## src/rtl/median_window_ctrl_pkg.sv

```systemverilog
// Shared types and constants for the 3x3 binary median window sequencer.
// A window column is packed as [0]=top, [1]=mid, [2]=bottom.
package median_pkg;

  typedef enum logic [1:0] {
    ST_IDLE  = 2'd0,
    ST_RUN   = 2'd1,
    ST_DRAIN = 2'd2,
    ST_DONE  = 2'd3
  } state_t;

  localparam int WIN_DIM  = 3;
  localparam int WIN_BITS = 9;
  localparam int CENTRE   = 4;
  localparam int NEWEST   = 8;

  typedef logic [WIN_DIM-1:0] col_t;

  // window[3*i+j]: i = row from the top, j = column from the left (oldest)
  function automatic logic [WIN_BITS-1:0] pack_window(input col_t left,
                                                       input col_t mid,
                                                       input col_t right);
    logic [WIN_BITS-1:0] w;
    w = '0;
    for (int i = 0; i < WIN_DIM; i++) begin
      w[WIN_DIM*i + 0] = left[i];
      w[WIN_DIM*i + 1] = mid[i];
      w[WIN_DIM*i + 2] = right[i];
    end
    return w;
  endfunction

endpackage

```

## src/rtl/line_buf_sr.sv

```systemverilog
// One image line of delay: q is the pixel accepted DEPTH enables ago.
module line_buf_sr #(
  parameter int DEPTH = 8
) (
  input  logic clk,
  input  logic reset,
  input  logic en,
  input  logic d,
  output logic q
);

  logic [DEPTH-1:0] sr;

  always_ff @(posedge clk or posedge reset) begin
    if (reset) begin
      sr <= '0;
    end else if (en) begin
      sr <= {sr[DEPTH-2:0], d};
    end
  end

  assign q = sr[DEPTH-1];

endmodule

```

## src/rtl/median_window_ctrl.sv

```systemverilog
// Frame sequencer: buffers two lines of a raster 1-bit stream and issues one
// registered 3x3 window per interior pixel with valid/ready flow control.
//
// state | meaning
// IDLE  | waiting for start
// RUN   | accepting pixels, issuing windows
// DRAIN | last pixel taken, waiting for the final window to retire
// DONE  | one-cycle frame_done pulse
module median_window_ctrl
  import median_pkg::*;
#(
  parameter int IMG_W = 8,
  parameter int IMG_H = 8,
  parameter int CW    = $clog2(IMG_W),
  parameter int RW    = $clog2(IMG_H)
) (
  input  logic                clk,
  input  logic                reset,
  input  logic                start,
  input  logic                pix_in,
  input  logic                pix_valid,
  output logic                pix_ready,
  output logic [WIN_BITS-1:0] window_out,
  output logic                win_valid,
  input  logic                win_ready,
  output logic [RW-1:0]       out_row,
  output logic [CW-1:0]       out_col,
  output logic                busy,
  output logic                frame_done
);

  state_t        state, state_nx;
  logic [CW-1:0] col;
  logic [RW-1:0] row;
  logic          lb1_q, lb0_q;
  col_t          hist_old, hist_new, new_col;
  logic          accept, issue, last_pix;

  assign accept   = pix_valid & pix_ready;
  assign last_pix = (row == RW'(IMG_H-1)) && (col == CW'(IMG_W-1));
  // c>=2 keeps windows from straddling a row wrap
  assign issue    = accept && (row >= RW'(2)) && (col >= CW'(2));
  assign new_col  = {pix_in, lb1_q, lb0_q};

  line_buf_sr #(.DEPTH(IMG_W)) u_lb1 (
    .clk   (clk),
    .reset (reset),
    .en    (accept),
    .d     (pix_in),
    .q     (lb1_q)
  );

  line_buf_sr #(.DEPTH(IMG_W)) u_lb0 (
    .clk   (clk),
    .reset (reset),
    .en    (accept),
    .d     (lb1_q),
    .q     (lb0_q)
  );

  always_ff @(posedge clk or posedge reset) begin
    if (reset) begin
      state <= ST_IDLE;
    end else begin
      state <= state_nx;
    end
  end

  always_comb begin
    state_nx   = state;
    busy       = 1'b0;
    frame_done = 1'b0;
    pix_ready  = 1'b0;
    case (state)
      ST_IDLE: begin
        if (start) state_nx = ST_RUN;
      end
      ST_RUN: begin
        busy      = 1'b1;
        pix_ready = ~win_valid | win_ready;
        if (pix_valid && pix_ready && last_pix) state_nx = ST_DRAIN;
      end
      ST_DRAIN: begin
        busy = 1'b1;
        if (!win_valid || win_ready) state_nx = ST_DONE;
      end
      ST_DONE: begin
        frame_done = 1'b1;
        state_nx   = ST_IDLE;
      end
      default: state_nx = ST_IDLE;
    endcase
  end

  always_ff @(posedge clk or posedge reset) begin
    if (reset) begin
      col <= '0;
      row <= '0;
    end else if (state == ST_IDLE && start) begin
      col <= '0;
      row <= '0;
    end else if (accept) begin
      if (col == CW'(IMG_W-1)) begin
        col <= '0;
        row <= row + RW'(1);
      end else begin
        col <= col + CW'(1);
      end
    end
  end

  // The two most recent columns; the third comes straight from the taps/pix_in.
  always_ff @(posedge clk or posedge reset) begin
    if (reset) begin
      hist_old <= '0;
      hist_new <= '0;
    end else if (accept) begin
      hist_old <= hist_new;
      hist_new <= new_col;
    end
  end

  always_ff @(posedge clk or posedge reset) begin
    if (reset) begin
      window_out <= '0;
      out_row    <= '0;
      out_col    <= '0;
      win_valid  <= 1'b0;
    end else if (issue) begin
      window_out <= pack_window(hist_old, hist_new, new_col);
      out_row    <= row - RW'(1);
      out_col    <= col - CW'(1);
      win_valid  <= 1'b1;
    end else if (win_ready) begin
      win_valid  <= 1'b0;
    end
  end

endmodule
```

## config.mk

```make
export PLATFORM = sky130hd
export DESIGN_NAME = median_window_ctrl
export DESIGN_NICKNAME = d
export VERILOG_FILES = /design/src/rtl/median_window_ctrl_pkg.sv /design/src/rtl/line_buf_sr.sv /design/src/rtl/median_window_ctrl.sv
export SDC_FILE = /design/constraint.sdc
export NUM_CORES = 1
export LEC_CHECK = 0
export CAP_MARGIN = 25
export CORE_MARGIN = 4
export CORE_UTILIZATION = 50
export DETAILED_ROUTE_END_ITERATION = 7
export PLACE_DENSITY = 0.74
export SYNTH_ARGS = -nofsm -noshare
export SYNTH_HDL_FRONTEND = slang
export SYNTH_SLANG_ARGS = --single-unit
```

## constraint.sdc

```tcl
create_clock -name clk -period 1.9 [get_ports clk]
set_clock_uncertainty 0.05 [all_clocks]
set_input_delay 0.38 -clock clk [delete_from_list [all_inputs] [get_ports clk]]
set_output_delay 0.38 -clock clk [all_outputs]
set_load 0.005 [all_outputs]
```

==> results.toml <==
[synth]
post-synth-top-count-cell = "dfrtp_1"
avgSynthCellArea_sq_um = 13.68
dominantRegCellSynth = "dfrtp_1"
syn_nets = 154
post-synth-top-area-cell = "dfrtp_1"
postSynth.asyncResetShare = 1.000
yosys.area.top_type_share = 0.5607
synthCells = 137
synth_area_sq_um = 1874
ys_top_cells_by_count = "42 x dfrtp_1, 20 x mux2_2, 11 x ha_1"
ys_warn_count = 0
synth_seq_area_share = 0.5607
synthTopCellsByArea = "dfrtp_1 56%, mux2_2 12%, ha_1 7.3%, mux2_4 5.6%, nand2_1 1.8%"
synth_edf_count = 0
ys_seq_elements = 42
synth.distinct_cells = 28

[outcome]
status = "complete, no violations"

[cts]
cts_hold_buf = 0
cts_tree = "built"
clock_latency_ps = 290
cts.path.max_buffers = 2
cts.clk_slew.worst_paths_ps = 80
h-tree-depth = 2
cts_buffers = 5
cts_sinks = 42
ctsRootBufferMaster = "clkbuf_8"

[floorplan]
die_w_um = 69.23
dieArea_sq_um = 4792
fp.dieH_um = 69.23
rows = 21
fp.coreArea_sq_um = 3468
start_util = 0.5404
ios = 25

[global_routing]
grt.overflow.total = 0
grt_first_pass_wirelength_mm = 5.437
antenna_found_initial = 0
grt_start_max_net_pins = 43
grt_pass1_vias = 1166
track_usage = 0.1411

[placement]
place_inst = 210
gp_congestion = 0.7055
dp_hpwl_mm = 2.096
io_buffers = 24

[setup_path]
path_depth = 6
crit_fanout = 10
worstSetupStartpointType = "flop"
cp.required_ps = 2030
crit_arrival_ps = 2000
cp-end-kind = "flop"
reg2reg_depth = 6
critPathTopFamily = "flip-flops"
setup.worst_path.class = "reg2reg"
crit_chain = "inv_1 -> ha_1 -> o32a_2 -> nand4_4 -> buf_4 -> mux2_4"
slowest_stage = "dfrtp_1"
crit_buf_inv = 2
slowest_delay_ps = 390

[detailed_routing]
ant_nets = 0
post_drt_via_cell_ratio = 5.126
routed_wl_mm = 3.109
drc_errors = 0
avgRoutedWirePerCell_um = 14.00
vias = 1138
drt-pass1-iter-count = 4
drt_iter0_drc = 31

[min_path]
hold_path_class = "in2async"

[power]
powerDensity_nw_per_um2 = 1340
p_leak_nw = 1.150
ir_worst_vdd_mv = 0.8218

[finish]
fillers = 278
fin_util = 0.6732
drive_gt1_frac = 0.3125
fin_nets = 192
fin_cells = 222
antenna-diode-count = 0
area_delta_synth_final_pct = 24.57

[timing]
clock.fmax_mhz = 536.2
finalHoldViolCount = 0
fin_crit_ps = 1865
slew_violations = 0
setup_viol = 0
worst-slew-pin-transition_ps = 278.7
rsz0062_at_grt = "true"
timing.slew.headroom = 0.8142
fin_crit_sh = 0.9816

[run]
max_cap_violations = 0
## path summary, 6_finish.rpt
| path | from | end | slack (ps) |
|---|---|---|---|
| max | row[0] | window_out[7] | 30 |
| min | reset | window_out[1] | 390 |
| max reg2reg | row[0] | window_out[7] | 30 |
| min reg2reg | out_row[0] | out_row[0] | 440 |
| max in group asynchronous | reset | col[2] | 1210 |
| min in group clk | out_row[0] | out_row[0] | 440 |
## sequential cells by signal, summed over array words and instances (netlist names), 3 cells and up
name,cells
col,3
out_col,3
out_row,3
row,3
u_lb0.sr,6
u_lb1.sr,8
window_out,9
## metal layers
layer  share of wire  GRT usage  wire, um
met4           0.018    0.04555        56
met5               0          0         0
met2            0.46     0.2161      1427
met1            0.48     0.1864      1493
met3           0.042    0.05072       131
## worst min-delay path, stage by stage
cell,delay [ps]
clkdlybuf4s50_1,390
inv_1,90
buf_12,240
## placed cells by master, fill, tap and decap left out, types with 2 or more instances in the layout
cell             synthesis  routed
a21oi_1                  5       5
and2_1                   2       2
buf_4                    1      11
clkbuf_8                 0       5
clkdlybuf4s50_1          0      21
dfrtp_1                 42      42
dlygate4sd2_1            0       3
ha_1                    11       9
inv_1                    7       5
inv_2                    0       2
mux2_2                  20      20
mux2_4                   7       7
mux2i_1                  3       3
nand2_1                  9       9
nor2_1                   5       5
o21ai_0                  6       6
xnor2_1                  3       3
## report_power, final
part | leakage (nW) | total [mW] | switching [mW] | internal (mW)
clock network | 0.0441 | 0.569 | 0.311 | 0.258
registers | 0.543 | 1.42 | 0.192 | 1.23
logic | 0.563 | 1.14 | 0.427 | 0.715
total | 1.15 | 3.13 | 0.930 | 2.20
## through the flow
stage / power, mW / area, sq um / TNS, ps / hold slack [ps] / setup slack, ps
after floorplan: 2.048 / 1874 / 0 / 414.1 / 202.2
after global placement: 2.476 / 2203 / -910.7 / 411.6 / -112.6
after detailed placement: 2.534 / 2203 / -1516 / 419.7 / -135.3
after CTS: 3.151 / 2320 / 0 / 395.6 / 28.68
after global routing: 3.371 / 2335 / -183.7 / 420.4 / -31.35
final: 3.128 / 2335 / 0 / 386.9 / 34.95
## cell families after synthesis
family,after synthesis,share of synthesized area
flip-flops,42,0.5607
multiplexers,30,0.1923
AND/OR/NAND/NOR,25,0.07878
AO/OA/AOI/OAI,14,0.04473
buffers and inverters,12,0.03605
adder cells (fa/ha/maj),11,0.07343
XOR/XNOR,3,0.01402
## cell type report
| type | count | area [sq um] | share of cell area |
|---|---|---|---|
| clock buffer | 5 | 68.82 | 0.02947 |
| clock inverter | 3 | 21.27 | 0.009110 |
| inverter | 7 | 26.28 | 0.01125 |
| multi-input combinational | 83 | 770.7 | 0.3301 |
| sequential | 42 | 1051 | 0.4502 |
| tap | 46 | 57.56 | 0.02465 |
| timing repair buffer | 36 | 339.1 | 0.1452 |
## timing repair
item / CTS / global route
buffers inserted: 2 / 2
endpoints found under the setup margin: 2 / 9
resized for setup: 7 / 0
Note: power is estimated with default switching activity, not from simulation.
